<file path="src/rtl/seg7_scan_ctrl.sv">
// Scan controller for a multiplexed 7-segment display.
// Stores one 3-bit value and one blank flag per digit. Lights one digit at a
// time, with an all-dark gap between digits, and feeds the value of the
// current digit to a single shared decoder.
module seg7_scan_ctrl #(
    parameter int unsigned NUM_DIGITS = 4,
    parameter int unsigned PRESCALE   = 50000,
    parameter int unsigned DEAD       = 16,
    parameter int unsigned AW         = $clog2(NUM_DIGITS)
) (
    input  logic                  clk,
    input  logic                  reset,
    input  logic                  en,
    input  logic                  wr_valid,
    output logic                  wr_ready,
    input  logic [AW-1:0]         wr_addr,
    input  logic [2:0]            wr_data,
    input  logic                  wr_blank,
    output logic [2:0]            bcd,
    output logic [NUM_DIGITS-1:0] digit_en_n,
    output logic                  frame_done
);

    localparam int unsigned CntMax = (PRESCALE > DEAD) ? PRESCALE : DEAD;
    localparam int unsigned CW     = $clog2(CntMax + 1);

    localparam logic [CW-1:0] ScanLast = CW'(PRESCALE - 1);
    localparam logic [CW-1:0] DeadLast = CW'(DEAD - 1);
    localparam logic [AW-1:0] IdxLast  = AW'(NUM_DIGITS - 1);

    typedef enum logic [1:0] {
        StOff,
        StGap,
        StScan
    } state_e;

    state_e                  state_q, state_d;
    logic [AW-1:0]           idx_q, idx_d;
    logic [CW-1:0]           cnt_q, cnt_d;
    logic [2:0]              val_q [NUM_DIGITS];
    logic [2:0]              val_d [NUM_DIGITS];
    logic [NUM_DIGITS-1:0]   blank_q, blank_d;
    logic [2:0]              bcd_d;
    logic [NUM_DIGITS-1:0]   digit_en_n_d;
    logic                    frame_done_d;
    logic                    wr_fire;

    assign wr_fire = wr_valid & wr_ready;

    // Next-state: digit storage, scan FSM, and the outputs derived from them.
    // Outputs are computed from the next state so a write shows up on the
    // cycle right after it is accepted.
    always_comb begin
        val_d        = val_q;
        blank_d      = blank_q;
        state_d      = state_q;
        idx_d        = idx_q;
        cnt_d        = cnt_q;
        frame_done_d = 1'b0;

        // Out-of-range addresses are accepted but have no effect.
        if (wr_fire && (32'(wr_addr) < NUM_DIGITS)) begin
            val_d[wr_addr]   = wr_data;
            blank_d[wr_addr] = wr_blank;
        end

        if (!en) begin
            state_d = StOff;
            idx_d   = '0;
            cnt_d   = '0;
        end else begin
            unique case (state_q)
                StOff: begin
                    state_d = StGap;
                    idx_d   = '0;
                    cnt_d   = '0;
                end
                StGap: begin
                    if (cnt_q == DeadLast) begin
                        state_d = StScan;
                        cnt_d   = '0;
                    end else begin
                        cnt_d = cnt_q + CW'(1);
                    end
                end
                StScan: begin
                    if (cnt_q == ScanLast) begin
                        state_d = StGap;
                        cnt_d   = '0;
                        if (idx_q == IdxLast) begin
                            idx_d        = '0;
                            frame_done_d = 1'b1;
                        end else begin
                            idx_d = idx_q + AW'(1);
                        end
                    end else begin
                        cnt_d = cnt_q + CW'(1);
                    end
                end
                default: begin
                    state_d = StOff;
                    idx_d   = '0;
                    cnt_d   = '0;
                end
            endcase
        end

        // Value is presented through the gap so the decoder settles before lighting.
        bcd_d        = val_d[idx_d];
        digit_en_n_d = '1;
        if ((state_d == StScan) && !blank_d[idx_d]) begin
            digit_en_n_d[idx_d] = 1'b0;
        end
    end

    // State and registered outputs; reset darkens the display immediately.
    always_ff @(posedge clk or posedge reset) begin
        if (reset) begin
            state_q    <= StGap;
            idx_q      <= '0;
            cnt_q      <= '0;
            val_q      <= '{default: '0};
            blank_q    <= '1;
            bcd        <= '0;
            digit_en_n <= '1;
            wr_ready   <= 1'b0;
            frame_done <= 1'b0;
        end else begin
            state_q    <= state_d;
            idx_q      <= idx_d;
            cnt_q      <= cnt_d;
            val_q      <= val_d;
            blank_q    <= blank_d;
            bcd        <= bcd_d;
            digit_en_n <= digit_en_n_d;
            wr_ready   <= 1'b1;
            frame_done <= frame_done_d;
        end
    end

endmodule

</file>
<file path="config.mk">
export PLATFORM = sky130hd
export DESIGN_NAME = seg7_scan_ctrl
export DESIGN_NICKNAME = d
export VERILOG_FILES = /design/src/rtl/seg7_scan_ctrl.sv
export SDC_FILE = /design/constraint.sdc
export NUM_CORES = 1
export LEC_CHECK = 0
export CORE_UTILIZATION = 45
export DETAILED_ROUTE_END_ITERATION = 10
export MAX_ROUTING_LAYER = met4
export PLACE_DENSITY_LB_ADDON = 0.12
export SKIP_LAST_GASP = 1
export SLEW_MARGIN = 30
export SYNTH_ARGS = -nofsm -noshare
export SYNTH_HDL_FRONTEND = slang
export SYNTH_SLANG_ARGS = --single-unit
</file>
<file path="constraint.sdc">
create_clock -name clk -period 5 [get_ports clk]
set_input_delay 0.75 -clock clk [delete_from_list [all_inputs] [get_ports clk]]
set_output_delay 0.75 -clock clk [all_outputs]
set_load 0.005 [all_outputs]
</file>
==> impl_metrics.csv, run 1 <==
group,metric,value,unit
status,run_status,"completed",
timing,maxSlewViolCount,0,
clock_tree,cts_buffers,5,
synth,synth_top_flop_cell,"dfrtp_1",
synth,yosys-top-cells-area,"dfrtp_1, dfstp_2, mux2_2",
synth,syn_nets,217,
synth,synth_cell_types,40,
power_and_ir_drop,ir_worst_vdd,0.148,mV
min_path,hold-path-endpoint,"cnt_q[0]",
timing,finClkSkew,9.83,ps
setup_path,critPathLaunchType,"input pin",
finish,multi_input_area,1030,µm²
clock_tree,clk_pin_slew,80,ps
floorplanning,die-height,72.2,µm
synth,synth_top_area_share,40.6,%
setup_path,crit_type,"in -> reg",
global_routing,grt_first_pass_wirelength,7540,µm
clock_tree,cts_max_path_buffers,2,
placement,post-dp-hpwl,3200,µm
setup_path,critPathRequiredTime,5170,ps
finish,area_delta_synth_final,15.3,%
route,drt_pass1_iterations,4,
route,finalWirelength,4400,µm
timing,rsz0062_at_grt,"false",
synth,async_flop_share,100,%
placement,dpl_cell_area,2460,µm²
floorplanning,die_width,72.2,µm
floorplanning,initial_core_util,46.9,%
finish,drive_gt1_share,18.3,%
power_and_ir_drop,comb_power_share,12.7,%
timing,finalCritPeriodShare,45.8,%
route,vias,1649,
finish,fill_cells,422,
clock_tree,cts.sinks,45,
floorplanning,dieArea,5210,µm²
setup_path,crit_fanout,4,
finish,final_nets,239,
placement,pre_cts_slack,2420,ps
timing,finalSetupViolCount,0,
global_routing,grt_max_degree,46,
clock_tree,postCtsSetupBuffers,0,
clock_tree,cts_tree,"done",
synth,synth_cells,201,
global_routing,antenna_found_initial,0,
power_and_ir_drop,p_int,0.552,mW
min_path,min_path_type,"reg -> reg",
timing,hold_viol,0,
min_path,hp-start,"cnt_q[0]",
clock_tree,cts.repair.resized,0,
power_and_ir_drop,power.total,0.734,mW
power_and_ir_drop,p_per_area,287,nW/µm²
floorplanning,rows,25,
floorplanning,pin_count,19,
synth,synth_top_area_cell,"dfrtp_1",
global_routing,gr-total-overflow,0,
route,vias_per_cell,5.67,
timing,fin_ws,2710,ps
route,ant_nets,0,
clock_tree,worstSkewPairLatency,300,ps
power_and_ir_drop,pwr-share-clk,30.8,%
timing,finalCriticalPeriod,2290,ps
setup_path,reg2reg_to,"cnt_q[10]",
route,drt-initial-drc-count,113,
job,maxCapViolCount,0,
timing,final.setup.tns,0,ps
setup_path,cp-end-kind,"flip-flop",
floorplanning,core_area,4720,µm²
setup_path,r2r_cells,5,
power_and_ir_drop,switching_power,0.182,mW
clock_tree,hold_buffers,0,
min_path,min_path_cells,1,
power_and_ir_drop,p_seq_share,56.5,%
route,wl_per_cell,15.1,µm
timing,worst_pin_slew,679,ps
route,drc,0,
setup_path,r2r_start,"cnt_q[12]",
placement,place.gp.congestion,0.849,
synth,synth_warnings,0,
finish,antennaDiodeCount,0,
global_routing,grt_pass1_vias,1569,
timing,slew-limit-headroom,54.7,%
placement,port_buffers,18,
setup_path,rrSetupSlack,2790,ps
clock_tree,htree_levels,2,
finish,stdcell_area,2560,µm²
timing,fmax,437,MHz
synth,synth_edf_count,0,
finish,final_util,54.1,%
setup_path,cp_data_arrival_time,2450,ps
power_and_ir_drop,power_leakage,1.03,nW
clock_tree,root_buffer,"clkbuf_8",
synth,synth-seq-cells,45,
global_routing,grtUsageTotal,19.6,%
synth,syn_area_per_cell,11.0,µm²
synth,synth.cell_area,2220,µm²
power_and_ir_drop,swShare,24.8,%
finish,regArea,1140,µm²
synth,ys_seq_area_share,51.3,%
-- cell usage after synthesis (all sizes together), types with 2 or more instances --
library cell / number
nand4: 9
ha: 6
nor2: 21
inv: 7
dfstp: 9
nor3: 9
nand2: 10
o21ai: 3
xnor2: 8
nand3: 12
nand4b: 2
nor4: 2
buf: 2
dfrtp: 36
and3: 5
clkbuf: 2
mux2: 17
a21oi: 10
xor2: 6
and2: 2
and4: 2
nor2b: 2
o211ai: 5
o32ai: 3
-- per-stage QoR --
| step | instances | hold WS (ps) |
|---|---|---|
| final | 291 | 459 |
| after floorplan | 201 | 430 |
| after CTS | 291 | 469 |
| after detailed placement | 283 | 458 |
| after global placement | 283 | 444 |
| after global routing | 291 | 499 |
-- worst max-delay path by stage --
| stage | slack, ps | to | start |
|---|---|---|---|
| after floorplan | 3110 | bcd[0] | state_q[0] |
| after global placement | 2450 | bcd[2] | wr_valid |
| after detailed placement | 2420 | bcd[0] | wr_valid |
| after CTS | 2730 | bcd[0] | wr_valid |
| after global routing | 2550 | cnt_q[14] | cnt_q[0] |
| final | 2710 | bcd[0] | wr_valid |
-- area by class of cell --
type | instances | share of cell area (%)
Tap cell | 67 | 3.28
Multi-Input combinational cell | 145 | 40.3
Clock inverter | 3 | 0.881
Clock buffer | 5 | 2.69
Inverter | 7 | 1.03
Sequential cell | 45 | 44.5
Timing Repair Buffer | 19 | 7.34
-- sequential cells by signal, indices dropped and copies added (netlist names) --
register,count
bcd,3
state_q,2
cnt_q,16
val_q,12
blank_q,4
wr_ready,1
idx_q,2
frame_done,1
digit_en_n,4
-- critical path, stage by stage --
cell and delay [ps]:
clkdlybuf4s50_1 520, nand2_1 70, nor3_1 470, mux2_2 420, a21oi_1 120, o32ai_1 110
-- power groups by stage --
stage	sequential [mW]	combinational (mW)	clock, mW
after floorplan	0.418	0.0593	0
after global placement	0.420	0.0897	0
after detailed placement	0.421	0.0940	0
after CTS	0.414	0.0945	0.236
after global routing	0.418	0.103	0.249
final	0.414	0.0935	0.226
-- layer usage --
| layer | GRT usage [%] | vias up | routed length, µm | part of all wire (%) |
|---|---|---|---|---|
| met4 | 8.06 | 0 | 46 | 1.0 |
| met3 | 4.17 | 4 | 162 | 3.7 |
| li1 | - | 771 | - | - |
| met5 | - | - | 0 | 0 |
| met2 | 28.3 | 36 | 2090 | 48 |
| met1 | 26.8 | 838 | 2100 | 48 |
-- cells by family after synthesis --
group	Yosys count	share of synthesized area, %
flops	45	51.3
compound gates	26	7.90
simple gates	80	19.8
xor+xnor	14	5.53
buf+inv	11	2.26
mux	18	9.65
fa+ha+maj	6	3.39
other cells	1	0.169
-- cells in the final DEF, fill, tap and decap left out, drive strengths merged --
cell	synthesis	layout
nor4	2	2
xor2	6	6
o211a	1	1
nor2b	2	2
nand4	9	9
and4b	1	1
mux2i	1	1
nand3	12	12
nor2	21	21
a31oi	1	1
o21ai	3	3
and2	2	2
nand2	10	10
a22oi	1	1
and3	5	5
ha	6	6
or4	1	1
dfstp	9	9
a21boi	1	1
nor3	9	9
clkinv	0	4
clkbuf	2	5
and4	2	2
mux2	17	17
inv	7	6
nand4b	2	2
xnor2	8	8
dfrtp	36	36
a21oi	10	10
buf	2	1
clkdlybuf4s50	0	18
o211ai	5	5
o32ai	3	3
a41o	1	1
nor3b	1	1
nor4bb	1	1
conb	1	1
Note: power is estimated with default switching activity, not from simulation.
==> run 2: changes to the inputs <==
clock period = 2.3 ns   (was 5 ns; I/O delays follow)
==> run 2 against run 1 <==
  * Global-route usage increased by 0.79 points
  * Setup slack got worse by 2600 ps
  * Flip-flop and latch count unchanged
  * Combinational power increased by 130%
  * Final cell count increased by 1.0%
  * Sequential share of layout area decreased by 0.54 points
  * Total power increased by 120%
  * Clock skew about the same
  * Die area unchanged
  * First-iteration DRC count decreased by 18%
  * Critical endpoint is now bcd[2]
  * Via count decreased by 2.8%
==> impl_metrics.csv, run 2 (synthesis gave the netlist of run 1 again) <==
group,metric,value,unit
status,run_status,"completed",
clock_tree,worstSkewPairLatency,300,ps
setup_path,critPathRequiredTime,2490,ps
finish,multi_input_area,1030,µm²
timing,rsz0062_at_grt,"false",
finish,fill_cells,402,
global_routing,grt_first_pass_wirelength,7730,µm
route,vias,1603,
route,drt-initial-drc-count,93,
power_and_ir_drop,ir_worst_vdd,0.468,mV
timing,fmax,467,MHz
clock_tree,clk_pin_slew,90,ps
floorplanning,die_width,72.2,µm
clock_tree,htree_levels,2,
setup_path,cp_cell_sequence,"inv_1, ha_1, o21ai_0, mux2_2, nor3_1, o32ai_1",
finish,largest_register_ffs,16,
clock_tree,cts.sinks,45,
finish,stdcell_area,2590,µm²
power_and_ir_drop,p_per_area,619,nW/µm²
timing,slew-limit-headroom,54.5,%
timing,final.setup.tns,0,ps
setup_path,cp_top_family,"compound AO/OA/AOI/OAI gates",
finish,final_common_cell,"dfrtp_1",
setup_path,cp-end-kind,"flip-flop",
global_routing,grt_pass1_vias,1577,
finish,drive_gt1_share,18.9,%
timing,finalSetupViolCount,0,
setup_path,max_stage_delay,580,ps
clock_tree,root_buffer,"clkbuf_8",
power_and_ir_drop,comb_power_share,13.5,%
timing,maxSlewViolCount,0,
finish,antennaDiodeCount,0,
global_routing,grt_max_degree,20,
floorplanning,rows,25,
timing,finalCriticalPeriod,2140,ps
timing,fin_hold_ws,312,ps
clock_tree,cts_tree,"done",
timing,worst_pin_slew,676,ps
route,finalWirelength,4380,µm
min_path,min_path_type,"in -> async",
power_and_ir_drop,power_leakage,1.04,nW
clock_tree,postCtsSetupBuffers,0,
finish,final_nets,242,
setup_path,crit_fanout,10,
power_and_ir_drop,p_int,1.20,mW
finish,largest_registers,"cnt_q (16), val_q (12)",
clock_tree,cts_buffers,5,
clock_tree,cts_max_path_buffers,2,
floorplanning,dieArea,5210,µm²
power_and_ir_drop,swShare,24.9,%
clock_tree,cts.repair.resized,0,
placement,dpl_cell_area,2500,µm²
route,drc,0,
finish,largest_register,"cnt_q",
power_and_ir_drop,pwr-share-clk,30.2,%
timing,fin_ws,161,ps
timing,hold_viol,0,
placement,port_buffers,18,
route,drt_pass1_iterations,4,
setup_path,cp_data_arrival_time,2330,ps
job,maxCapViolCount,0,
global_routing,grtUsageTotal,20.4,%
route,ant_nets,0,
setup_path,critPathSlowestCell,"dfstp_2",
power_and_ir_drop,p_seq_share,56.3,%
route,wl_per_cell,14.9,µm
power_and_ir_drop,switching_power,0.399,mW
clock_tree,hold_buffers,0,
timing,finalCritPeriodShare,93.0,%
setup_path,crit_type,"reg -> reg",
placement,pre_cts_slack,218,ps
global_routing,antenna_found_initial,0,
timing,finClkSkew,10.1,ps
placement,place.gp.congestion,0.846,
floorplanning,core_area,4720,µm²
floorplanning,pin_count,19,
floorplanning,initial_core_util,46.9,%
route,vias_per_cell,5.45,
floorplanning,die-height,72.2,µm
global_routing,gr-total-overflow,0,
finish,area_delta_synth_final,16.7,%
placement,post-dp-hpwl,3280,µm
setup_path,critPathLaunchType,"flip-flop",
finish,regArea,1140,µm²
finish,layout_common_cells,"dfrtp_1, nor2_1, clkdlybuf4s50_1",
setup_path,cp_num_buf_inv,1,
[run 2: worst register-to-register path: stages, from the launching register on]
cell and delay [ps]:
dfstp_2 580, inv_1 80, ha_1 320, o21ai_0 430, mux2_2 320, nor3_1 70
o32ai_1 240
[run 2: per-layer routing]
metal / up-vias / GRT usage [%] / share of wire [%]
met5: - / - / 0
met4: 0 / 8.06 / 1.5
met3: 7 / 4.72 / 2.8
met2: 28 / 27.6 / 44
met1: 798 / 29.4 / 52
li1: 770 / - / -
[run 2: path summary, 6_finish.rpt]
check	start	to	slack [ps]	cells past startpoint
worst max-delay path	state_q[0]	bcd[2]	160	6
worst min-delay path	reset	bcd[1]	310	2
worst max register to register	state_q[0]	bcd[2]	160	6
worst min register to register	cnt_q[0]	cnt_q[0]	460	1
max in group asynchronous	reset	digit_en_n[2]	1390	3
min in group clk	cnt_q[0]	cnt_q[0]	460	1
[run 2: area by class of cell]
cell class | count | area share [%]
Tap cell | 67 | 3.24
Clock inverter | 2 | 0.580
Inverter | 7 | 1.02
Multi-Input combinational cell | 145 | 39.8
Sequential cell | 45 | 44.0
Timing Repair Buffer | 22 | 8.61
Clock buffer | 6 | 2.80
[run 2: stage by stage]
step | std cells | utilization (%) | total power, mW
final | 294 | 54.8 | 1.60
after global routing | 294 | 54.8 | 1.68
after CTS | 294 | 54.8 | 1.62
after detailed placement | 286 | 52.9 | 1.13
after global placement | 286 | 52.9 | 1.13
after floorplan | 201 | - | 1.04
[run 2: power groups by stage]
stage               clock network, mW  logic, mW  registers [mW]
floorplan                           0      0.129           0.909
global placement                    0      0.212           0.914
detailed placement                  0      0.216           0.916
CTS                             0.502      0.217           0.903
global route                    0.533      0.239           0.911
finish                          0.484      0.216           0.902
